==> src/rtl/rv32_wb_pkg.sv <==
// rv32_wb_pkg: result-select encodings and late-result entry type for writeback
package rv32_wb_pkg;
  localparam logic [2:0] RES_ALU = 3'd0;
  localparam logic [2:0] RES_MEM = 3'd1;
  localparam logic [2:0] RES_PC4 = 3'd2;
  localparam logic [2:0] RES_FPU = 3'd3;
  localparam logic [2:0] RES_CSR = 3'd4;
  typedef struct packed {
    logic        fp;
    logic [4:0]  rd;
    logic [31:0] data;
  } late_entry_t;
endpackage

==> src/rtl/rv32_wb_late_fifo.sv <==
// rv32_wb_late_fifo: synchronous FIFO of late results with push/pop/full/empty
module rv32_wb_late_fifo
  import rv32_wb_pkg::*;
#(
  parameter int DEPTH = 2
) (
  input  logic        clk_i,
  input  logic        rst_n_i,
  input  logic        push_i,
  input  late_entry_t din_i,
  input  logic        pop_i,
  output late_entry_t dout_o,
  output logic        full_o,
  output logic        empty_o
);
  localparam int AW = $clog2(DEPTH);
  logic [AW:0] wp_q, rp_q;
  late_entry_t mem_q [DEPTH];
  always_ff @(posedge clk_i or negedge rst_n_i) begin
    if (!rst_n_i) begin
      wp_q <= '0;
      rp_q <= '0;
    end else begin
      if (push_i) wp_q <= wp_q + (AW+1)'(1);
      if (pop_i) rp_q <= rp_q + (AW+1)'(1);
    end
  end
  always_ff @(posedge clk_i) begin
    if (push_i) mem_q[wp_q[AW-1:0]] <= din_i;
  end
  always_comb begin
    dout_o  = mem_q[rp_q[AW-1:0]];
    empty_o = wp_q == rp_q;
    full_o  = (wp_q ^ rp_q) == {1'b1, {AW{1'b0}}};
  end
endmodule

==> src/rtl/rv32_writeback.sv <==
// rv32_writeback: result mux, RF write-port arbitration with late FIFO, starvation stall, instret
module rv32_writeback
  import rv32_wb_pkg::*;
#(
  parameter int LATE_DEPTH   = 2,
  parameter int STARVE_LIMIT = 4
) (
  input  logic        clk_i,
  input  logic        rst_n_i,
  input  logic        reg_write_i,
  input  logic        fp_reg_write_i,
  input  logic [2:0]  result_source_i,
  input  logic [31:0] alu_result_i,
  input  logic [31:0] read_data_i,
  input  logic [31:0] pc_next_i,
  input  logic [31:0] fpu_result_i,
  input  logic [31:0] csr_data_i,
  input  logic [31:0] instr_i,
  input  logic        late_valid_i,
  output logic        late_ready_o,
  input  logic [4:0]  late_rd_i,
  input  logic        late_fp_i,
  input  logic [31:0] late_data_i,
  output logic        rf_we_o,
  output logic [4:0]  rf_rd_o,
  output logic [31:0] rf_wd_o,
  output logic        fprf_we_o,
  output logic [4:0]  fprf_rd_o,
  output logic [31:0] fprf_wd_o,
  output logic        stall_o,
  output logic [63:0] instret_o
);
  localparam int SW = $clog2(STARVE_LIMIT + 1);
  logic [4:0]    rd;
  logic [31:0]   res;
  late_entry_t   late_in, head;
  logic          full, empty, push, pipe_int, pipe_fp, drain, drain_int, drain_fp, retire;
  logic [SW-1:0] starve_q, starve_d;
  logic [63:0]   instret_q, instret_d;
  rv32_wb_late_fifo #(.DEPTH(LATE_DEPTH)) u_fifo (
    .clk_i   (clk_i),
    .rst_n_i (rst_n_i),
    .push_i  (push),
    .din_i   (late_in),
    .pop_i   (drain),
    .dout_o  (head),
    .full_o  (full),
    .empty_o (empty)
  );
  always_comb begin
    rd      = instr_i[11:7];
    res     = result_source_i == RES_ALU ? alu_result_i :
              result_source_i == RES_MEM ? read_data_i  :
              result_source_i == RES_PC4 ? pc_next_i    :
              result_source_i == RES_FPU ? fpu_result_i :
              result_source_i == RES_CSR ? csr_data_i   : 32'h0;
    late_in = '{fp: late_fp_i, rd: late_rd_i, data: late_data_i};
    push    = late_valid_i & !full;
    stall_o = !empty & (starve_q == SW'(STARVE_LIMIT));
    // integer wins when both write flags are set
    pipe_int  = reg_write_i & (rd != 5'd0) & !stall_o;
    pipe_fp   = fp_reg_write_i & !reg_write_i & !stall_o;
    drain     = !empty & (head.fp ? !pipe_fp : !pipe_int);
    // integer head targeting x0 pops without writing
    drain_int = drain & !head.fp & (head.rd != 5'd0);
    drain_fp  = drain & head.fp;
    retire    = (instr_i != 32'h0) & !stall_o;
    starve_d  = (empty | drain) ? '0 :
                starve_q == SW'(STARVE_LIMIT) ? starve_q : starve_q + SW'(1);
    instret_d = instret_q + 64'(retire);
  end
  always_comb begin
    late_ready_o = !full;
    rf_we_o      = rst_n_i & (pipe_int | drain_int);
    rf_rd_o      = pipe_int ? rd  : drain_int ? head.rd   : 5'd0;
    rf_wd_o      = pipe_int ? res : drain_int ? head.data : 32'h0;
    fprf_we_o    = rst_n_i & (pipe_fp | drain_fp);
    fprf_rd_o    = pipe_fp ? rd  : drain_fp ? head.rd   : 5'd0;
    fprf_wd_o    = pipe_fp ? res : drain_fp ? head.data : 32'h0;
    instret_o    = instret_q;
  end
  always_ff @(posedge clk_i or negedge rst_n_i) begin
    if (!rst_n_i) begin
      starve_q  <= '0;
      instret_q <= '0;
    end else begin
      starve_q  <= starve_d;
      instret_q <= instret_d;
    end
  end
endmodule

==> config.mk <==
export PLATFORM = sky130hd
export DESIGN_NAME = rv32_writeback
export DESIGN_NICKNAME = d
export VERILOG_FILES = /design/src/rtl/rv32_wb_pkg.sv /design/src/rtl/rv32_wb_late_fifo.sv /design/src/rtl/rv32_writeback.sv
export SDC_FILE = /design/constraint.sdc
export NUM_CORES = 1
export LEC_CHECK = 0
export ABC_AREA = 0
export CORE_ASPECT_RATIO = 1.4
export CORE_MARGIN = 3
export CORE_UTILIZATION = 38
export DETAILED_ROUTE_END_ITERATION = 16
export PLACE_DENSITY = 0.78
export SYNTH_ARGS = -nofsm -noshare
export SYNTH_HDL_FRONTEND = slang
export SYNTH_SLANG_ARGS = --single-unit
==> constraint.sdc <==
create_clock -name clk_i -period 2.85 [get_ports clk_i]
set_clock_uncertainty 0.05 [all_clocks]
set_input_delay 0.285 -clock clk_i [delete_from_list [all_inputs] [get_ports clk_i]]
set_output_delay 0.285 -clock clk_i [all_outputs]
set_load 0.01 [all_outputs]
**Word-level counts from Yosys, hierarchy flattened**

Memory sizes are Yosys's and may differ from the RTL's.
Index checks and enable logic that the tools add are counted.

- Register bits: 71
- Bits in latches: 0
- RAM bits: 76
- ROM bits: 0
- Output and inout bits: 142
- Memories kept: 1

Memory list:

| memory | words | bits a word | read ports | clocked after memory_dff | wr ports | RTL line | source |
|---|---|---|---|---|---|---|---|
| u_fifo.mem_q | 2 | 38 | 1 | 0 | 1 | rv32_wb_late_fifo.sv:18 | `late_entry_t mem_q [DEPTH];` |

- Add/sub/neg operators: 4
- Multipliers: 0
- Divide/modulo/power cells: 0
- Magnitude comparators: 0
- Equality and inequality tests: 8
- Shifts and indexed selects: 0
- Muxes and demuxes: 18
- Bitwise gates (word level): 17
- Reductions and logical operators: 11

Operators with widths:

| operator | count |
|---|---|
| 2-to-1 mux 32 bit | 9 |
| adder 64 x 1 -> 64 bit | 1 |
| nonzero test 32 bit | 1 |
| 2-to-1 mux 5 bit | 4 |
| AND 1 bit | 13 |
| nonzero test 5 bit | 2 |
| logical NOT 1 bit | 7 |
| equality test 3 x 2 -> 1 bit, second input constant | 2 |
| equality test 3 bit, second input constant | 2 |
| 2-to-1 mux 3 bit | 2 |
| adder 2 x 1 -> 2 bit, second input constant | 2 |
| adder 3 x 1 -> 3 bit, second input constant | 1 |
| equality test 3 x 1 -> 1 bit, second input constant | 1 |
| logical NOT 3 bit | 1 |
| 2-to-1 mux 1 bit | 3 |
| OR 1 bit | 3 |
| equality test 2 bit | 1 |
| equality test 2 bit, second input constant | 1 |
| != test 2 x 1 -> 1 bit, second input constant | 1 |
| XOR 2 bit | 1 |

**Logic depth before layout (Yosys ltp)**

- Word-level depth: 12
- Gate-level depth with buffers: 14

**Hierarchy**

Synthesis repeated with hierarchy kept, for this count alone.

- Cell total of the unflattened synthesis: 794
- Area, all modules: 8469.4 sq um

Modules (own cells, without submodules):

| module | instances | cells an instance | area each (sq um) |
|---|---|---|---|
| rv32_writeback | 1 | 660 | 5346.4 |
| rv32_wb_late_fifo | 1 | 134 | 3123.0 |

**Least setup slack after synthesis**

Ideal clock, no wire load.

- Kind: flip-flop to flip-flop
- Start point: register u_fifo.rp_q[0]
- End point: memory u_fifo.mem_q[0][0] in the netlist's numbering (enable)
- Data arrival time: 2478 ps
- Path slack: -112 ps
- Cell stages (with the launch flop): 6
- Buffers on the path: 1
- Clock period less this slack: 2962 ps
- Path through: dfrtp_1 -> buf_2 -> xnor2_1 -> nand2_1 -> nand2_1 -> nor2_1

- Longest elaborated chain between the ends: 6

RTL lines:

| what | RTL line | source |
|---|---|---|
| start, declared | rv32_wb_late_fifo.sv:17 | `logic [AW:0] wp_q, rp_q;` |
| start signal, assigned | rv32_wb_late_fifo.sv:25 | `if (pop_i) rp_q <= rp_q + (AW+1)'(1);` |
| XOR 2 bit | rv32_wb_late_fifo.sv:34 | `full_o = (wp_q ^ rp_q) == {1'b1, {AW{1'b0}}};` |
| equality test 2 bit | rv32_wb_late_fifo.sv:34 |  |
| logical NOT 1 bit | - |  |
| named net late_ready_o | rv32_writeback.sv:20 | `output logic late_ready_o,` |
| AND 1 bit | rv32_writeback.sv:58 | `push = late_valid_i & !full;` |
| 2-to-1 mux 1 bit | rv32_wb_late_fifo.sv:29 | `if (push_i) mem_q[wp_q[AW-1:0]] <= din_i;` |
| 2-to-1 mux 1 bit (not written as such) | rv32_wb_late_fifo.sv:29 |  |
| end, declared | rv32_wb_late_fifo.sv:18 |  |

The timed path passes the listed nets, and every way through them passes these cells.

**Worst setup path after layout**

- Start point: register u_fifo.rp_q[0]
- End point: output port rf_wd_o[31]

- Longest elaborated chain between the ends: 12
- Elaborated cells on any way between the ends: 17
- Classes of those cells: eq/ne: 1; mux: 3; bitwise: 6; reduce/logical: 6; memory: 1

RTL lines:

| what | RTL line | source |
|---|---|---|
| equality test 2 bit | rv32_wb_late_fifo.sv:33 | `empty_o = wp_q == rp_q;` |
| logical NOT 1 bit | rv32_writeback.sv:59, rv32_writeback.sv:63 |  |
| AND 1 bit | rv32_writeback.sv:59 | `stall_o = !empty & (starve_q == SW'(STARVE_LIMIT));` |
| logical NOT 1 bit | rv32_writeback.sv:61, rv32_writeback.sv:62 |  |
| AND 1 bit (on tied branches) | rv32_writeback.sv:61, rv32_writeback.sv:62 |  |
| logical NOT 1 bit | rv32_writeback.sv:63 | `drain = !empty & (head.fp ? !pipe_fp : !pipe_int);` |
| 2-to-1 mux 1 bit | rv32_writeback.sv:63 |  |
| AND 1 bit | rv32_writeback.sv:63 |  |
| AND 1 bit (2 in series) | rv32_writeback.sv:65 | `drain_int = drain & !head.fp & (head.rd != 5'd0);` |
| 2-to-1 mux 32 bit | rv32_writeback.sv:76 | `rf_wd_o = pipe_int ? res : drain_int ? head.data : 32'h0;` |
| 2-to-1 mux 32 bit (*) | rv32_writeback.sv:76 |  |
| end, declared | rv32_writeback.sv:26 | `output logic [31:0] rf_wd_o,` |

Mark *: on every way between the ends. The rest lies on a longest branch, timed or not.

==> results.md <==
- Final Hold Vio Count: 0
- Syn_area_per_cell: 10.6 µm²
- Failing checks: negative setup slack
- Switching Fraction: 0.374
- Placed cell areas: about 13,000 µm²
- Grt ovf: 0
- Final instance area: ~14,000 µm²
- Worst-path cell chain: buf_8 -> mux2_4 -> nand2_2 -> a21boi_2 -> or4_4 -> clkbuf_16 -> o2bb2ai_4 -> buf_6
- Max Cap Viol: 0
- Setup TNS: -1.98 ns
- Critical path type: flop to primary output
- Number of synthesized flops with an enable pin: 76
- Net Count, Synth: approximately 1.0k
- Nets@finish: roughly 1.5k
- Vias in the first global route: 8,610
- PD cells: ~710 nW/µm²
- Num ports: between 300 and 400
- Initial Util: 0.392
- Post-synth top area cell: edfxtp_1
- Vias per cell: around 5.6
- Post-synth top area share: 0.279
- Clock Pin Slew Worst Setup and Hold Paths: roughly 0.060 ns
- Number of fill cells: around 1.7k
- Iteration-0 DRC Markers: 486
- Area of the multi-input gates: 4140 µm²
- Cell variety after synth: 40
- Min Tclk post-route: 3.01 ns
- Sequential cell area: just over 4000 µm²
- Core area: 20,900 µm²
- Seq/Total Area, Yosys: 0.496
- #FFs+latches synth: around 150
- Slew Limit Headroom: 0.379
- Clk Tree Root Cell: clkbuf_16
- DR pass1 iterations: 5
- Placed cells: 1,441
- RD Place Congestion: between 0.9 and 1
- Synth top area cells: edfxtp_1, dfrtp_1, mux2i_1, xor2_1, nand2_1
- Total design power: slightly below 10,000 µW
- Syn-to-layout area delta: 67.3%
- CTS tree: yes
- H-tree levels: 4
- Yosys warns: 0
- Power Internal: between 6000 and 7000 µW
- Clk pwr share: 0.211
- CP peak stage delay: about 0.63 ns
- Post-route ant nets: 0
- Cell Count, Final, Fillers Out: 1,488
- Logic gate share of total power: 0.489
- CTS sink cnt: 147
- Post-Route WL: ~36,000 µm
- Latest clock arrival within the worst-skew pair: about 0.42 ns
- VDD IR-drop max: between 0.3 and 0.4 mV
- Post-CTS Hold Buffers: 0
- Min-Delay Path Class: input port to async pin
- Via count: roughly 8.3k
- FMAX: 332 MHz
- FFs w/ async S/R, synth: 0.483
- CTS max path bufs: 2
- Lkg Pwr: 0.00574 µW
- WL/cell: between 20 and 25 µm
- Register share of total power: 0.301
- Ratio of cells with drive above 1 in the final layout: 0.185
- RSZ-0062 raised after global routing: true
- Max-slew violation count: 0
- Syn Std Cell Area: 8190 µm²
- I/O Buffers: around 380
- # setup viols final: 37
- Type of destination of the critical path: primary output
- Post-DP HPWL: about 28,000 µm
- Pin count of the biggest net entering global routing: 72
- Global-route wire length before repair: roughly 50,000 µm
- Status: complete, but fails checks
- Row count: a little over 60
- Worst Slack Setup Final: -0.160 ns
- Final period util: 1.06
- Sw power: between 3000 and 4000 µW
- Placement Setup Slack: -0.803 ns
- CP Max Fanout: 8
- Worst EP arrival: between 2 and 3 ns
- Antenna violations before repair: 11
- CTS buffer count: 17
- Critical Path Start Type: flop
- Synth Flop Type: edfxtp_1
- Die W: 130 µm
- Die Height: about 180 µm
- Crit path max-delay cell type: or4_4
- # DRC: 0
- Die ar.: around 23,000 µm²
- Crit path required time: roughly 2.5 ns
- Synthesized instance count: between 700 and 800
- Slew @ Worst Pin: 0.932 ns
- Total Routing Usage GR: 0.288
==> layer usage <==
layer / vias to the layer above / track usage / share of wire
met5: - / 0 / 0.0017
met4: 8 / 0.131 / 0.034
met3: 75 / 0.114 / 0.098
met2: 416 / 0.483 / 0.50
met1: 4034 / 0.316 / 0.37
li1: 3792 / - / -
==> cells by family (layout without fill, tap and decap cells) <==
kind of cell	count (synthesis)	in the layout	share of synthesized area
and+or+nand+nor	242	242	0.140
AOI/OAI and AO/OA	194	194	0.186
DFF	147	147	0.496
xor gates and xnor gates	68	68	0.0727
buffers and inverters	62	515	0.0324
muxes	55	55	0.0674
adders and majority gates	4	4	0.00611
other	0	7	0
==> critical path, delay by kind of cell (launching register included) <==
kind,cells,cell delay [ns]
flops,1,0.42
mux,1,0.32
buf+inv,3,0.52
compound gates,2,0.29
simple gates,2,0.71
==> cells in the mapped netlist, types with 2 or more instances <==
master / number
and3_1: 8
nand2b_1: 3
or4_4: 2
a22o_1: 24
nor3_1: 30
buf_1: 5
o21ai_0: 21
a21oi_1: 24
o2bb2ai_1: 33
nor2_1: 31
mux2i_1: 54
nor2b_1: 8
edfxtp_1: 76
o22ai_1: 40
ha_1: 4
buf_2: 8
nand4_1: 16
inv_1: 11
buf_6: 3
a21boi_0: 2
clkbuf_1: 35
o2bb2ai_2: 20
and4_1: 2
dfrtp_1: 71
nand3_1: 25
nor3b_1: 2
a22oi_1: 25
nor4_1: 15
xor2_1: 43
xnor2_1: 25
nand2_1: 97
==> layout by cell type (no fill, tap or decap), drive strengths merged, types with 8 or more instances in the layout <==
cell           instances
nor4                  15
nand4                 16
o21ai                 22
o2bb2ai               53
mux2i                 54
dlygate4sd2           32
clkbuf                26
a22o                  24
edfxtp                76
a21oi                 24
a22oi                 25
nor2                  31
buf                  130
clkdlybuf4s50        296
nor2b                  8
and3                   8
o22ai                 40
dfrtp                 71
nand3                 25
xor2                  43
inv                   16
nand2                 97
xnor2                 25
nor3                  30
==> registers in the layout (all words and copies together) (netlist names) <==
register	flops
u_fifo.rp_q	2
u_fifo.wp_q	2
instret_o	64
starve_q	3
u_fifo.mem_q	76
==> worst paths after layout <==
kind,start,to,slack (ns),cells past startpoint
hold reg to reg,instret_o[63],instret_o[63],0.44,1
setup / recovery,u_fifo.rp_q[0],rf_wd_o[31],-0.16,8
hold / removal,rst_n_i,instret_o[27],0.08,2
max in group asynchronous,rst_n_i,u_fifo.rp_q[0],2.01,2
setup reg to reg,u_fifo.rp_q[0],instret_o[54],0.20,12
min in group clk_i,late_data_i[13],u_fifo.mem_q[1][13],0.39,1
==> power groups by stage <==
stage | sequential (µW) | combinational, µW | clock, µW
after floorplan | 2950 | 2010 | 0
after global placement | 2940 | 4520 | 0
after detailed placement | 2960 | 4560 | 0
after CTS | 2920 | 4410 | 2070
after global routing | 2960 | 5000 | 2170
final | 2930 | 4750 | 2050
==> per-stage QoR <==
step,hold WS [ns],util
after detailed placement,0.413,0.619
after global placement,0.411,0.619
after CTS,0.117,0.647
after global routing,0.151,0.656
final,0.0778,0.656
after floorplan,-0.0606,-
==> area by class of cell <==
class                   instances  share of cell area
diodes                          7             0.00128
clock buffers                  20              0.0334
clock inverters                12             0.00575
inverters                      11             0.00301
multi-input cells             563               0.302
flip-flops and latches        147               0.296
well taps                     256              0.0234
repair buffers                472               0.335
==> what timing repair did <==
item                                    CTS  global route
gates cloned                              1             3
endpoints found under the setup margin   84            54
endpoints found under the hold margin     0             0
setup buffers                             1             3
gates resized for setup                 199            68
pin swaps                                 1             4
No activity file was read; power rests on OpenSTA's default activity.
